--- src/rtl/pipe_pkg.sv ---
// Shared definitions for the five-stage 16-bit pipeline.
// Holds issue-action encodings, register index width and bubble value.
package pipe_pkg;

  localparam int REGW = 3;

  typedef enum logic [1:0] {
    ACT_RUN    = 2'd0,
    ACT_LU     = 2'd1,
    ACT_FLUSH  = 2'd2,
    ACT_FREEZE = 2'd3
  } act_e;

  localparam logic BUBBLE = 1'b0;

endpackage

--- src/rtl/sat_counter.sv ---
// Saturating up-counter with synchronous clear.
// Clear wins over increment; sticks at all-ones.
module sat_counter #(
  parameter int W = 16
) (
  input  logic         clk,
  input  logic         rst,
  input  logic         clr,
  input  logic         inc,
  output logic [W-1:0] cnt
);

  always_ff @(posedge clk) begin
    if (rst || clr) begin
      cnt <= '0;
    end else if (inc && !(&cnt)) begin
      cnt <= cnt + W'(1);
    end
  end

endmodule

--- src/rtl/ex_hazard_ctrl.sv ---
// Issue/hazard control: load-use stalls, redirect flushes,
// memory-data bypass selects and debug stall/flush counters.
module ex_hazard_ctrl #(
  parameter int REGW = pipe_pkg::REGW,
  parameter int CNTW = 16
) (
  input  logic            clk,
  input  logic            rst,
  input  logic            id_valid,
  input  logic [REGW-1:0] id_rs,
  input  logic [REGW-1:0] id_rt,
  input  logic            id_uses_rs,
  input  logic            id_uses_rt,
  input  logic            id_is_load,
  input  logic [REGW-1:0] id_rd,
  input  logic            ex_pcsrc,
  input  logic            mem_busy,
  input  logic            cnt_clr,
  output logic            stall_if,
  output logic            stall_id,
  output logic            bubble_ex,
  output logic            flush_if_id,
  output logic            flush_id_ex,
  output logic            load_warning_a,
  output logic            load_warning_b,
  output logic [CNTW-1:0] stall_cnt,
  output logic [CNTW-1:0] flush_cnt
);

  import pipe_pkg::*;

  logic            ex_ld_v;
  logic [REGW-1:0] ex_ld_rd;
  logic            mem_ld_v;
  logic [REGW-1:0] mem_ld_rd;
  act_e            act;
  act_e            act_nxt;

  logic hit_rs;
  logic hit_rt;
  logic hazard;
  logic freeze;
  logic flush;
  logic lu;
  logic issue;
  logic wa_nxt;
  logic wb_nxt;

  assign hit_rs = id_uses_rs & (id_rs == ex_ld_rd);
  assign hit_rt = id_uses_rt & (id_rt == ex_ld_rd);

  // A stalled consumer always sees a bubble in EX next cycle.
  assign hazard = id_valid & ex_ld_v & (hit_rs | hit_rt)
                & (act != ACT_LU);

  assign freeze = mem_busy;
  assign flush  = ~freeze & ex_pcsrc;
  assign lu     = ~freeze & ~ex_pcsrc & hazard;
  assign issue  = ~freeze & ~ex_pcsrc & ~hazard;

  assign stall_if    = freeze | lu;
  assign stall_id    = freeze | lu;
  assign bubble_ex   = lu;
  assign flush_if_id = flush;
  assign flush_id_ex = flush;

  assign wa_nxt = id_uses_rs & mem_ld_v & (id_rs == mem_ld_rd);
  assign wb_nxt = id_uses_rt & mem_ld_v & (id_rt == mem_ld_rd);

  always_comb begin
    act_nxt = ACT_RUN;
    unique case (1'b1)
      freeze:  act_nxt = ACT_FREEZE;
      flush:   act_nxt = ACT_FLUSH;
      lu:      act_nxt = ACT_LU;
      default: act_nxt = ACT_RUN;
    endcase
  end

  always_ff @(posedge clk) begin
    if (rst) begin
      ex_ld_v        <= 1'b0;
      ex_ld_rd       <= '0;
      mem_ld_v       <= 1'b0;
      mem_ld_rd      <= '0;
      load_warning_a <= 1'b0;
      load_warning_b <= 1'b0;
      act            <= ACT_RUN;
    end else begin
      act <= act_nxt;
      if (!freeze) begin
        mem_ld_v  <= ex_ld_v;
        mem_ld_rd <= ex_ld_rd;
        if (issue) begin
          ex_ld_v        <= id_valid & id_is_load;
          ex_ld_rd       <= id_rd;
          load_warning_a <= wa_nxt;
          load_warning_b <= wb_nxt;
        end else begin
          ex_ld_v        <= BUBBLE;
          ex_ld_rd       <= '0;
          load_warning_a <= 1'b0;
          load_warning_b <= 1'b0;
        end
      end
    end
  end

  sat_counter #(.W(CNTW)) u_stall_cnt (
    .clk (clk),
    .rst (rst),
    .clr (cnt_clr),
    .inc (lu),
    .cnt (stall_cnt)
  );

  sat_counter #(.W(CNTW)) u_flush_cnt (
    .clk (clk),
    .rst (rst),
    .clr (cnt_clr),
    .inc (flush),
    .cnt (flush_cnt)
  );

endmodule
--- config.mk ---
export PLATFORM = sky130hd
export DESIGN_NAME = ex_hazard_ctrl
export DESIGN_NICKNAME = d
export VERILOG_FILES = /design/src/rtl/pipe_pkg.sv /design/src/rtl/sat_counter.sv /design/src/rtl/ex_hazard_ctrl.sv
export SDC_FILE = /design/constraint.sdc
export NUM_CORES = 1
export LEC_CHECK = 0
export ABC_AREA = 1
export BUFFER_PORTS_ARGS = -buffer_cell sky130_fd_sc_hd__buf_2
export CAP_MARGIN = 40
export CELL_PAD_IN_SITES_DETAIL_PLACEMENT = 0
export CELL_PAD_IN_SITES_GLOBAL_PLACEMENT = 2
export CORE_MARGIN = 3
export CORE_UTILIZATION = 33
export CTS_BUF_LIST = sky130_fd_sc_hd__clkbuf_8
export DETAILED_ROUTE_END_ITERATION = 8
export MAX_ROUTING_LAYER = met4
export PLACE_DENSITY = 0.85
export SETUP_SLACK_MARGIN = 0.02
export SLEW_MARGIN = 10
export SYNTH_ARGS = -nofsm -noshare
export SYNTH_HDL_FRONTEND = slang
export SYNTH_SLANG_ARGS = --single-unit
--- constraint.sdc ---
create_clock -name clk -period 3.7 [get_ports clk]
set_input_delay 0.74 -clock clk [delete_from_list [all_inputs] [get_ports clk]]
set_output_delay 0.74 -clock clk [all_outputs]
set_load 0.02 [all_outputs]
==> summary.log <==
INFO  placement      post_place_setup_slack=1248ps
INFO  worst_setup_path cp.arrival=1710ps
INFO  yosys          synth.cells.most_frequent=sky130_fd_sc_hd__nand2_1 (103), sky130_fd_sc_hd__dfxtp_1 (44), sky130_fd_sc_hd__nor2_1 (34)
INFO  sta            timing.final.crit_period=2446ps
INFO  sta            worst_pin_slew=392.4ps
INFO  clocking       ctsResizeCount=0
INFO  detailed_routing route.final.wire_length=6215um
INFO  yosys          synthesis.area=2532um^2
INFO  clocking       clk_latency=300ps
INFO  sta            final_ws_setup=1254ps
INFO  final_layout   multi_input_comb_area=1438um^2
INFO  job            cap_viol_max_count=0
INFO  global_routing grt_pass1_wl=10470um
INFO  detailed_routing drcViolationCount=0
INFO  run_status     outcome=finished clean
INFO  placement      io_buffers=56
INFO  global_routing gr-usage-all-layers=15.21%
INFO  worst_setup_path worst-endpoint-required=2960ps
INFO  yosys          synthesis.area_per_instance=6.957um^2
INFO  yosys          synthDominantCellAreaShare=34.78%
INFO  global_routing number_of_antenna_violations_at_the_first_check_in_global_routing=0
INFO  final_layout   final_net_count=440
INFO  clocking       htreeDepth=2
INFO  worst_setup_path start_kind=primary input
INFO  sta            post-route-period-util=66.11%
INFO  yosys          synth_edf_count=0
INFO  floorplan      core_region_area=7331um^2
INFO  clocking       cts_hold_buffers=0
INFO  final_layout   nFillCells=810
INFO  yosys          netlist_top_cells_area=sky130_fd_sc_hd__dfxtp_1 (35%), sky130_fd_sc_hd__nand2_1 (15%), sky130_fd_sc_hd__a21oi_1 (5.7%)
INFO  placement      place_hpwl=4687um
INFO  sta            finalSetupViolations=0
INFO  floorplan      die-area=8761um^2
INFO  clocking       path_clk_slew=90ps
INFO  yosys          post-synth-top-count-cell=sky130_fd_sc_hd__nand2_1
INFO  yosys          synth_top_flop_cell=sky130_fd_sc_hd__dfxtp_1
INFO  final_layout   post_route_cells_drive_above_1_share=25.48%
INFO  clocking       cts_tree=done
INFO  yosys          post_synth_inst_count=364
INFO  pwr            leakage=1.235nW
INFO  worst_setup_path crit_fanout=15
INFO  sta            worst_hold_slack=471.5ps
INFO  clocking       clock-sinks=44
INFO  global_routing globalRouteOverflowTotal=0
INFO  global_routing largest_net_degree_at_the_start_of_global_routing=20
INFO  sta            post_route_skew=11.52ps
INFO  sta            max_clock_freq=408.8MHz
INFO  floorplan      die_h=93.60um
INFO  global_routing grt_pass1_vias=2230
INFO  floorplan      initial_core_utilization=34.55%
INFO  final_layout   seqCellArea=880.8um^2
INFO  placement      detailed_place.area=2904um^2
INFO  yosys          synth_unique_cells=33
INFO  sta            final.setup.tns=0ps
INFO  detailed_routing drt_first_iter_violations=72
INFO  pwr            vdd_drop_max=0.0001355V
INFO  detailed_routing num_vias=2374
INFO  yosys          ys.warnings.count=0
INFO  detailed_routing routed_via_density=4.574
INFO  floorplan      dieWidth=93.60um
INFO  detailed_routing detail_route.first_pass.iterations=4
INFO  min_path       worstHoldPathType=reg -> reg
INFO  final_layout   finalInstanceArea=2985um^2
INFO  clocking       bufs_on_longest_clock_path=2
INFO  yosys          synth.yosys.seq_area_share=34.78%
INFO  yosys          synth_fp_nets=384
INFO  floorplan      floorplan.rows=31
INFO  yosys          ys_seq_elements=44
INFO  detailed_routing antenna_left=0
INFO  worst_setup_path element_type_at_the_critical_path_end=output port
INFO  placement      gp_routability_congestion=0.7602
INFO  floorplan      floorplan.io_pins=57
INFO  clocking       cts_made_buffers=5
INFO  yosys          post-synth-top-area-cell=sky130_fd_sc_hd__dfxtp_1
INFO  sta            grt_setup_unrepaired=no
INFO  worst_setup_path timing_worst_setup_path_type=in -> out
INFO  pwr            total_power_after_layout=0.8541mW
INFO  final_layout   diodes=0
INFO  sta            timing.max_slew.rel_slack=73.64%
INFO  sta            hold_viol_final=0
INFO  clocking       clock_tree.root_cell=sky130_fd_sc_hd__clkbuf_8
INFO  pwr            cellPowerDensity=286.1nW/um^2
INFO  clocking       post_cts.repair.setup_buffers=0
INFO  detailed_routing detail_route.wl_per_cell=11.97um
INFO  yosys          synth-async-reset-ratio=0%
INFO  final_layout   area.growth.synth_to_final=17.89%
INFO  sta            timing.final.max_slew_violations=0
cells in the final DEF, fill, tap and decap left out, drive strengths merged:
master / synthesis / routed
ha: 2 / 2
xnor2: 7 / 7
buf: 7 / 59
nand3: 18 / 18
a21oi: 40 / 40
o211ai: 1 / 1
clkinvlp: 0 / 1
clkinv: 0 / 1
nor3: 11 / 11
o21ai: 12 / 12
nor2: 42 / 42
nand2: 116 / 116
o22ai: 1 / 1
nor3b: 1 / 1
inv: 37 / 37
nand3b: 1 / 1
xor2: 14 / 14
nand4: 7 / 7
clkbuf: 3 / 5
dfxtp: 44 / 44
per-layer routing:
layer	vias to the layer above	share of wire, %	GRT usage [%]
met5	-	0	-
met4	0	1.3	4.091
met3	8	4.2	3.298
met2	46	45	24.42
met1	1054	50	19.47
li1	1266	-	-
final cells by class:
cell class | count | share of cell area, %
Tap cell | 99 | 4.149
Multi-Input combinational cell | 273 | 48.16
Sequential cell | 44 | 29.51
Inverter | 37 | 4.652
Clock buffer | 5 | 2.305
Timing Repair Buffer | 59 | 10.81
Clock inverter | 2 | 0.4191
worst paths after layout:
path              slack [ps]                  to               start  depth (start not counted)
hold reg to reg          470      load_warning_a      load_warning_a                          2
setup reg to reg        1850  u_flush_cnt.cnt[8]  u_flush_cnt.cnt[0]                         11
setup / recovery        1250            stall_id            mem_busy                          5
hold / removal           470      load_warning_a      load_warning_a                          2
registers in the layout (all words and copies together) (netlist names):
| signal | cells |
|---|---|
| load_warning_b | 1 |
| act | 2 |
| ex_ld_v | 1 |
| u_stall_cnt.cnt | 16 |
| mem_ld_rd | 3 |
| ex_ld_rd | 3 |
| mem_ld_v | 1 |
| load_warning_a | 1 |
| u_flush_cnt.cnt | 16 |
kinds of logic after synthesis:
family	after synthesis	synth area share [%]
buffers and inverters	47	8.448
XOR/XNOR	21	7.263
flip-flops	44	34.78
adder cells (fa/ha/maj)	2	0.9880
AO/OA/AOI/OAI	54	12.75
AND/OR/NAND/NOR	196	35.77
per-stage QoR:
| step | utilization (%) | std cells |
|---|---|---|
| after floorplan | - | 364 |
| after global placement | 39.24 | 511 |
| after detailed placement | 39.61 | 512 |
| after CTS | 40.72 | 519 |
| after global routing | 40.72 | 519 |
| final | 40.72 | 519 |
critical path, stage by stage:
cell and delay [ps]:
sky130_fd_sc_hd__buf_2 190, sky130_fd_sc_hd__nor2_4 320, sky130_fd_sc_hd__nand3_4 160, sky130_fd_sc_hd__nand2_1 110, sky130_fd_sc_hd__buf_2 170
report_power, final:
| part | switching [mW] | total (mW) | internal (mW) |
|---|---|---|---|
| clock | 0.168 | 0.296 | 0.128 |
| sequential | 0.00547 | 0.485 | 0.479 |
| combinational | 0.0473 | 0.0733 | 0.0260 |
(Power assumes the default switching activity.)
